File: config.mk
export PLATFORM = sky130hd
export DESIGN_NAME = reg_file_cfg_v2
export DESIGN_NICKNAME = d
export VERILOG_FILES = /design/src/rtl/reg_file_cfg_v2.sv
export SDC_FILE = /design/constraint.sdc
export NUM_CORES = 1
export LEC_CHECK = 0
export CAP_MARGIN = 20
export CELL_PAD_IN_SITES_DETAIL_PLACEMENT = 1
export CELL_PAD_IN_SITES_GLOBAL_PLACEMENT = 2
export CORE_MARGIN = 2
export CORE_UTILIZATION = 35
export CTS_CLUSTER_SIZE = 10
export DETAILED_ROUTE_END_ITERATION = 8
export PLACE_DENSITY = 0.79
export SYNTH_ARGS = -nofsm -noshare
export SYNTH_HDL_FRONTEND = slang
export SYNTH_SLANG_ARGS = --single-unit
File: constraint.sdc
create_clock -name CLK -period 1.6 [get_ports CLK]
set_clock_uncertainty 0.05 [all_clocks]
set_input_delay 0.32 -clock CLK [delete_from_list [all_inputs] [get_ports CLK]]
set_output_delay 0.32 -clock CLK [all_outputs]
set_load 0.1 [all_outputs]
File: src/rtl/reg_file_cfg_v2.sv
// Parametrised configuration register file: masked writes, pipelined reads,
// lockable exported registers, write acknowledge and error pulses.
module reg_file_cfg_v2 #(
   parameter int ADDR_WIDTH = 4,
   parameter int DATA_WIDTH = 8,
   parameter int DEPTH      = 16,
   parameter int NUM_EXPORT = 4,
   parameter int RD_LATENCY = 1,
   parameter logic [NUM_EXPORT*DATA_WIDTH-1:0] RST_VALUES = {8'h08, 8'h21, 8'h00, 8'h00}
) (
   input  logic                             CLK,
   input  logic                             RST,
   input  logic [ADDR_WIDTH-1:0]            Address,
   input  logic                             WrEn,
   input  logic                             RdEn,
   input  logic [DATA_WIDTH-1:0]            WrData,
   input  logic [DATA_WIDTH-1:0]            WrMask,
   output logic [DATA_WIDTH-1:0]            RdData,
   output logic                             RdData_Valid,
   output logic                             Wr_Ack,
   output logic                             Err,
   output logic                             Locked,
   output logic [NUM_EXPORT*DATA_WIDTH-1:0] REG_EXPORT
);

   localparam logic [ADDR_WIDTH:0] DEPTH_LIM  = (ADDR_WIDTH+1)'(DEPTH);
   localparam logic [ADDR_WIDTH:0] EXPORT_LIM = (ADDR_WIDTH+1)'(NUM_EXPORT);

   // Reset image widened to the whole array so every cell indexes it uniformly.
   localparam logic [DEPTH*DATA_WIDTH-1:0] RST_IMAGE =
      {{((DEPTH-NUM_EXPORT)*DATA_WIDTH){1'b0}}, RST_VALUES};

   logic [DATA_WIDTH-1:0] reg_val [DEPTH];
   logic                  addr_in_range;
   logic                  addr_is_export;
   logic                  collision;
   logic                  wr_req;
   logic                  rd_req;
   logic                  wr_accept;
   logic                  wr_reject;
   logic                  lock_state;
   logic [DATA_WIDTH-1:0] rd_mux;
   logic                  wr_ack_q;
   logic                  wr_err_q;

   assign addr_in_range  = ({1'b0, Address} < DEPTH_LIM);
   assign addr_is_export = ({1'b0, Address} < EXPORT_LIM);
   assign collision      = WrEn & RdEn;
   assign wr_req         = WrEn & ~RdEn;
   assign rd_req         = RdEn & ~WrEn;
   assign lock_state     = reg_val[DEPTH-1][0];

   // The lock register itself lives above the exported range, so it stays writable.
   assign wr_reject = wr_req & (~addr_in_range | (lock_state & addr_is_export));
   assign wr_accept = wr_req & ~wr_reject;

   genvar gi;

   generate
      for (gi = 0; gi < DEPTH; gi++) begin : g_reg
         logic [DATA_WIDTH-1:0] cell_q;
         logic [DATA_WIDTH-1:0] cell_d;
         logic                  wr_sel;

         assign wr_sel = wr_accept && (Address == ADDR_WIDTH'(gi));
         assign cell_d = (cell_q & ~WrMask) | (WrData & WrMask);

         always_ff @(posedge CLK or negedge RST) begin
            if (!RST) begin
               cell_q <= RST_IMAGE[gi*DATA_WIDTH +: DATA_WIDTH];
            end else if (wr_sel) begin
               cell_q <= cell_d;
            end
         end

         assign reg_val[gi] = cell_q;
      end

      for (gi = 0; gi < NUM_EXPORT; gi++) begin : g_export
         assign REG_EXPORT[gi*DATA_WIDTH +: DATA_WIDTH] = reg_val[gi];
      end
   endgenerate

   // Unimplemented addresses fall through to zero.
   always_comb begin
      rd_mux = '0;
      for (int i = 0; i < DEPTH; i++) begin
         if (Address == ADDR_WIDTH'(i)) begin
            rd_mux = reg_val[i];
         end
      end
   end

   always_ff @(posedge CLK or negedge RST) begin
      if (!RST) begin
         wr_ack_q <= 1'b0;
         wr_err_q <= 1'b0;
      end else begin
         wr_ack_q <= wr_accept;
         wr_err_q <= collision | wr_reject;
      end
   end

   logic                  pipe_vld_d  [RD_LATENCY];
   logic                  pipe_err_d  [RD_LATENCY];
   logic [DATA_WIDTH-1:0] pipe_data_d [RD_LATENCY];
   logic                  pipe_vld_q  [RD_LATENCY];
   logic                  pipe_err_q  [RD_LATENCY];
   logic [DATA_WIDTH-1:0] pipe_data_q [RD_LATENCY];

   // Data stages only load on a valid, so the last stage holds the last returned value.
   generate
      for (gi = 0; gi < RD_LATENCY; gi++) begin : g_pipe
         logic                  vld_q;
         logic                  err_q;
         logic [DATA_WIDTH-1:0] data_q;

         if (gi == 0) begin : g_head
            assign pipe_vld_d[gi]  = rd_req;
            assign pipe_err_d[gi]  = rd_req & ~addr_in_range;
            assign pipe_data_d[gi] = rd_mux;
         end else begin : g_body
            assign pipe_vld_d[gi]  = pipe_vld_q[gi-1];
            assign pipe_err_d[gi]  = pipe_err_q[gi-1];
            assign pipe_data_d[gi] = pipe_data_q[gi-1];
         end

         always_ff @(posedge CLK or negedge RST) begin
            if (!RST) begin
               vld_q  <= 1'b0;
               err_q  <= 1'b0;
               data_q <= '0;
            end else begin
               vld_q <= pipe_vld_d[gi];
               err_q <= pipe_vld_d[gi] & pipe_err_d[gi];
               if (pipe_vld_d[gi]) begin
                  data_q <= pipe_data_d[gi];
               end
            end
         end

         assign pipe_vld_q[gi]  = vld_q;
         assign pipe_err_q[gi]  = err_q;
         assign pipe_data_q[gi] = data_q;
      end
   endgenerate

   assign RdData       = pipe_data_q[RD_LATENCY-1];
   assign RdData_Valid = pipe_vld_q[RD_LATENCY-1];
   assign Wr_Ack       = wr_ack_q;
   assign Err          = wr_err_q | pipe_err_q[RD_LATENCY-1];
   assign Locked       = lock_state;

endmodule

**Word level (Yosys, flattened, before mapping)**

Cells that the tools add are included.

- Register bits: 139
- Latch bits: 0
- RAM bits: 0
- Memory bits (read-only): 0
- Memories: 0

- $add $sub $neg: 0
- Multiply operators: 0
- Divide/modulo/power cells: 0
- $lt $le $gt $ge: 1
- Eq/ne operators: 15
- Shifts and indexed selects: 0
- Muxes and demuxes: 16
- Bitwise logic cells: 44
- Reductions and logical operators: 17

Operators by type and width:

| kind | number |
|---|---|
| $and A8 B8 Y8 | 17 |
| $mux W8 | 16 |
| $or A8 B8 Y8 | 16 |
| $eq A4 B4 Y1 const B | 8 |
| $eq A4 B3 Y1 const B | 4 |
| $logic_and A1 B1 Y1 | 16 |
| $eq A4 B2 Y1 const B | 2 |
| $not A8 Y8 | 1 |
| $and A1 B1 Y1 | 6 |
| $eq A4 B1 Y1 const B | 1 |
| $logic_not A4 Y1 | 1 |
| $lt A4 B3 Y1 const B | 1 |
| $not A1 Y1 | 3 |
| $or A1 B1 Y1 | 1 |

**Depth between registers and ports, before layout**

Gate-level depths: netlist of the first run.

- Depth after elaboration: 17
- Depth in mapped cells: 8
- Depth with buffers taken out: 6

**Worst setup path before layout of the first run**

No wires, ideal clock.

- Kind: register to register
- Start: register (tool-made name)
- End: register g_pipe[0].data_q[7], in the netlist RdData[7]
- Arrival: 1903 ps
- Required time: 1424 ps
- Path slack: -479 ps
- Cell stages (with the launch flop): 5
- Buffers on the path: 0
- Cells stage by stage: dfrtp_1 -> mux4_2 -> a211oi_1 -> nor2_1 -> o32a_1

RTL lines:

| what | line | RTL |
|---|---|---|
| to (signal assigned) | 137 | `data_q <= pipe_data_d[gi];` |
| to (decl) | 116 | `logic [DATA_WIDTH-1:0] data_q;` |

==> results of run 1 <==
==> cell families (layout without fill, tap and decap cells) <==
family / Yosys count / in the layout / share of synthesized area, %
buf+inv: 54 / 246 / 3.705
compound gates: 93 / 93 / 8.196
simple gates: 220 / 220 / 14.65
mux: 165 / 165 / 25.93
flops: 139 / 139 / 47.52
==> worst max-delay path: stages, from the launching register on <==
cell	delay [ns]
dfrtp_4	0.47
mux4_2	0.49
a211oi_2	0.20
nor2_1	0.10
o32a_1	0.30
==> timing repair <==
action	4_1_cts	5_1_grt
endpoints found under the hold margin	113	0
pin swaps	7	5
cloned	1	0
hold buffers	1	0
gates resized for setup	39	31
buffers inserted	6	2
endpoints found under the setup margin	145	64
==> worst min-delay path by stage <==
stage               startpoint                         end  slack, ns  cells past startpoint
floorplan                  RST                   RdData[0]      -0.03                      0
global placement           RST  asynchronous set/reset pin       0.12                      1
detailed placement         RST  asynchronous set/reset pin       0.12                      1
CTS                        RST  asynchronous set/reset pin       0.23                      2
global route               RST  asynchronous set/reset pin       0.25                      2
finish                     RST  asynchronous set/reset pin       0.24                      2
==> cell usage after synthesis (all sizes together), types with 2 or more instances <==
cell / count / area share, %
nand2: 148 / 7.6
mux2: 139 / 21
dfrtp: 136 / 46
a21oi: 27 / 1.8
clkbuf: 27 / 1.4
nor2: 25 / 1.7
buf: 20 / 2.0
mux2i: 20 / 2.7
o21ai: 18 / 1.2
nor2b: 11 / 0.97
nand2b: 10 / 0.89
o22ai: 10 / 0.85
nor3: 8 / 1.3
inv: 7 / 0.36
a211oi: 6 / 0.61
mux4: 6 / 1.8
a31oi: 4 / 0.34
a2bb2oi: 3 / 0.36
a311oi: 3 / 0.36
dfstp: 3 / 1.1
nand4: 3 / 0.26
nor4: 3 / 0.67
a211o: 2 / 0.24
a21o: 2 / 0.20
a22o: 2 / 0.24
nand3: 2 / 0.14
nand3b: 2 / 0.26
o2bb2ai: 2 / 0.24
or3b: 2 / 0.24
==> through the flow <==
| stage | area (um^2) | setup TNS, ns | utilization (%) |
|---|---|---|---|
| 2_1_floorplan | 7446 | -0.8978 | - |
| 3_3_place_gp | 9907 | -81.03 | 48.65 |
| 3_5_place_dp | 9907 | -90.71 | 48.65 |
| 4_1_cts | 10750 | -0.5443 | 52.77 |
| 5_1_grt | 10870 | -1.723 | 53.37 |
| 6_report | 10870 | -0.7934 | 53.37 |
==> layer usage <==
| metal | global-route usage, % | wire length [um] | share of wire (%) |
|---|---|---|---|
| met3 | 5.245 | 1282 | 4.9 |
| met1 | 31.30 | 10930 | 42 |
| met5 | 0 | 0 | 0 |
| met4 | 8.286 | 494 | 1.9 |
| met2 | 42.22 | 13520 | 52 |
==> final cells by class <==
cell class / instances / area, um^2
fillers: 2107 / 9495
inverters: 7 / 30.03
well taps: 270 / 337.8
flip-flops and latches: 139 / 3547
clock inverters: 12 / 147.6
repair buffers: 207 / 2554
multi-input cells: 478 / 3796
clock buffers: 20 / 456.7
==> report_power, final <==
part | internal [mW] | total (mW) | switching (mW)
Clock | 2.52 | 4.10 | 1.57
Combinational | 1.52 | 3.55 | 2.03
Sequential | 4.02 | 4.40 | 0.379
Total | 8.06 | 12.0 | 3.98
==> impl_metrics.env, run 1 <==
export IMPL_layout_worst_path_cycle_share_pct=107.6
export IMPL_cts_root_buf="clkbuf_16"
export IMPL_cp_start_kind="flop"
export IMPL_coreArea_um2=20360
export IMPL_max_slew_margin_pct=71.94
export IMPL_vias=6085
export IMPL_drive_gt1_share_pct=50.64
export IMPL_first_global_vias=6830
export IMPL_nets=874
export IMPL_crit_path_end="RdData[7]"
export IMPL_worstHoldPathType="primary input to asynchronous set/reset pin"
export IMPL_cp_max_fo=2
export IMPL_layout_commonest_cell="nand2_1"
export IMPL_wire_per_inst_um=23.15
export IMPL_drv_slew=0
export IMPL_cts_sinks=139
export IMPL_ys_flop_type="dfrtp_1"
export IMPL_die_width_um=148.7
export IMPL_async_reset_ff_share_pct=100.0
export IMPL_vdd_ir_drop_worst_mv=0.7911
export IMPL_vias_per_cell=5.371
export IMPL_dp_cells=1091
export IMPL_n_antenna_cell=0
export IMPL_synth_seq_cells=139
export IMPL_pin_count=68
export IMPL_hold_ws_ns=0.2408
export IMPL_syn_instance_count=671
export IMPL_grt_pass1_wl_mm=41.00
export IMPL_clk_latency_ns=0.43
export IMPL_detail_route_antenna_nets=0
export IMPL_h_tree_depth=4
export IMPL_worstSetupPathType="flop to flop"
export IMPL_p_leak_nw=4.837
export IMPL_required_ns=1.86
export IMPL_cap_violations=0
export IMPL_area_delta_synth_final_pct=48.32
export IMPL_status="finished, violations left"
export IMPL_fmax_ghz=0.5811
export IMPL_cp_end_kind="flop"
export IMPL_arrival_ns=1.98
export IMPL_start_util_pct=35.99
export IMPL_post_place_ws_ns=-0.8146
export IMPL_yosysWarnings=0
export IMPL_rsz0062_at_grt="true"
export IMPL_power_mw=12.05
export IMPL_final_cells=1133
export IMPL_wl_mm=26.23
export IMPL_first_iter_violations=372
export IMPL_dieArea_um2=22110
export IMPL_layout_common_cells="128 x nand2_1, 117 x mux2_2, 112 x dfrtp_1"
export IMPL_synth_edf_count=0
export IMPL_power_density_nw_per_um2=1108
export IMPL_reg2reg_slack_ns=-0.12
export IMPL_hold_violations=0
export IMPL_ys_types=63
export IMPL_dpl_hpwl_mm=18.30
export IMPL_tightest_slew_ns=0.4204
export IMPL_setup_ws_ns=-0.1209
export IMPL_antenna_found_initial=0
export IMPL_die_h_um=148.7
export IMPL_drt_pass1_iter_count=4
export IMPL_remaining_drc_errors=0
export IMPL_ys_seq_area_share_pct=47.52
export IMPL_setup_viol=21
export IMPL_fin_crit_ns=1.721
export IMPL_grt_max_degree=38
export IMPL_synth_avg_cell_area_um2=10.92
export IMPL_syn_area_um2=7328
export IMPL_syn_nets=695
export IMPL_place_congestion=0.9069
export IMPL_grt_total_usage_pct=24.73
export IMPL_cts_tree="built"
export IMPL_clk_path_buf_depth=2
export IMPL_r2r_end="RdData[7]"
export IMPL_portBuffers=67
export IMPL_clkTransAtPathRegs_ns=0.06
export IMPL_r2r_cells=4
export IMPL_std_cell_rows=52
export IMPL_violations="negative setup slack"
export IMPL_grt_overflow_total=0
export IMPL_cts_inserted_buffers=17
Note: power is estimated with default switching activity, not from simulation.
==> inputs of run 2 (changes only) <==
CORE_MARGIN = 4   (was 2)
==> run 2 against run 1 <==
Compared with the run above:
- die area up 5.5%
- largest cell class unchanged
- final area down 0.69%
- the flow still finishes with violations (negative setup slack)
- sequential share of layout area up 0.23 points
- sequential power about the same
==> impl_metrics.env, run 2 (synthesis results as in run 1) <==
export IMPL_first_iter_violations=329
export IMPL_hold_ws_ns=0.2871
export IMPL_power_mw=12.24
export IMPL_crit_slowest_cell="mux4_2"
export IMPL_arrival_ns=2.00
export IMPL_start_util_pct=35.87
export IMPL_nets=870
export IMPL_dp_cells=1089
export IMPL_vias_per_cell=5.411
export IMPL_die_width_um=152.7
export IMPL_crit_path_max_incr_delay_ns=0.49
export IMPL_grtUsageMet2_pct=37.39
export IMPL_tightest_slew_ns=0.3976
export IMPL_clk_path_buf_depth=2
export IMPL_drv_slew=0
export IMPL_std_cell_rows=52
export IMPL_finish_instance_area_um2=10790
export IMPL_worstSetupPathType="flop to flop"
export IMPL_final_cells=1129
export IMPL_fin_crit_ns=1.734
export IMPL_cts_root_buf="clkbuf_16"
export IMPL_grt_busiest_layer="met2"
export IMPL_antenna_found_initial=0
export IMPL_cts_inserted_buffers=17
export IMPL_h_tree_depth=4
export IMPL_fmax_ghz=0.5768
export IMPL_max_slew_margin_pct=73.46
export IMPL_portBuffers=67
export IMPL_power_density_nw_per_um2=1134
export IMPL_vdd_ir_drop_worst_mv=0.7771
export IMPL_layout_worst_path_cycle_share_pct=108.4
export IMPL_layout_commonest_cell="nand2_1"
export IMPL_p_leak_nw=4.806
export IMPL_wl_mm=26.20
export IMPL_cp_end_kind="flop"
export IMPL_grt_max_degree=47
export IMPL_setup_ws_ns=-0.1336
export IMPL_wire_per_inst_um=23.21
export IMPL_finalSetupTns_ns=-0.4445
export IMPL_path_cells="mux4_2 -> a211oi_2 -> nor2_1 -> o32a_1"
export IMPL_rsz0062_at_grt="true"
export IMPL_n_antenna_cell=0
export IMPL_fill_cells=2192
export IMPL_clk_latency_ns=0.43
export IMPL_status="finished, violations left"
export IMPL_violations="negative setup slack"
export IMPL_cts_sinks=139
export IMPL_dpl_hpwl_mm=18.18
export IMPL_placed_area_um2=9854
export IMPL_clkTransAtPathRegs_ns=0.07
export IMPL_drt_pass1_iter_count=5
export IMPL_detail_route_antenna_nets=0
export IMPL_coreArea_um2=20430
export IMPL_pin_count=68
export IMPL_cap_violations=0
export IMPL_vias=6109
export IMPL_met1_usage_pct=29.77
export IMPL_area_delta_synth_final_pct=47.29
export IMPL_final_core_util_pct=52.84
export IMPL_dieArea_um2=23320
export IMPL_die_h_um=152.7
export IMPL_place_congestion=0.8627
export IMPL_required_ns=1.86
export IMPL_cts_tree="built"
export IMPL_layout_common_cells="135 x nand2_1, 118 x mux2_2, 112 x dfrtp_1"
export IMPL_worstHoldPathType="primary input to asynchronous set/reset pin"
export IMPL_post_place_ws_ns=-0.7555
export IMPL_grt_pass1_wl_mm=41.30
export IMPL_remaining_drc_errors=0
export IMPL_setup_viol=7
export IMPL_grt_overflow_total=0
export IMPL_hold_violations=0
export IMPL_grt_met3_usage_pct=4.942
export IMPL_cp_start_kind="flop"
export IMPL_drive_gt1_share_pct=49.24
export IMPL_grt_total_usage_pct=22.77
export IMPL_cp_max_fo=2
export IMPL_first_global_vias=6825
==> run 2: changes by cell type in the layout (fill, tap and decap cells not counted), sizes merged <==
| cell | previous run | this run |
|---|---|---|
| inv | 6 | 12 |
| buf | 185 | 181 |
| clkinv | 7 | 3 |
| clkbuf | 20 | 17 |
| bufinv | 3 | 4 |
==> run 2: per-layer routing <==
| layer | wire, um | share of wire (%) | up-vias |
|---|---|---|---|
| met1 | 11270 | 43 | 3173 |
| met3 | 1202 | 4.6 | 47 |
| li1 | - | - | 2719 |
| met4 | 732 | 2.8 | 0 |
| met2 | 13000 | 50 | 170 |
| met5 | 0 | 0 | - |
==> run 2: area by class of cell <==
class	count	area [um^2]	share of cell area, %
Multi-Input combinational cell	478	3755	34.79
Tap cell	270	337.8	3.130
Clock inverter	15	212.7	1.971
Clock buffer	17	425.4	3.941
Timing Repair Buffer	203	2490	23.07
Sequential cell	139	3547	32.86
Inverter	7	26.28	0.2434
==> run 2: path summary, 6_finish.rpt <==
check	endpoint	slack (ns)	depth (start not counted)
setup / recovery	RdData[7]	-0.13	4
hold / removal	asynchronous set/reset pin	0.29	2
setup reg to reg	RdData[7]	-0.13	4
hold reg to reg	flop	0.44	1
max in group asynchronous	asynchronous set/reset pin	0.54	3
min in group CLK	wr_err_q	0.35	2
==> run 2: what timing repair did <==
| action | 4_1_cts | 5_1_grt |
|---|---|---|
| gates resized for setup | 36 | 23 |
| buffers inserted | 5 | 3 |
| cloned | 1 | 0 |
| endpoints found under the setup margin | 146 | 43 |
| hold endpoints to repair | 25 | 0 |
| hold buffers | 1 | 0 |
| pin swaps | 4 | 5 |
==> run 2: power by group <==
group | leakage [nW] | internal, mW | switching (mW)
clock | 0.301 | 2.64 | 1.71
sequential | 1.80 | 4.02 | 0.350
combinational | 2.71 | 1.49 | 2.02
==> run 2: critical path, delay by kind of cell, from the launching register on <==
family / cells / cell delay, ns
compound gates: 2 / 0.49
mux: 1 / 0.49
simple gates: 1 / 0.09
flops: 1 / 0.48
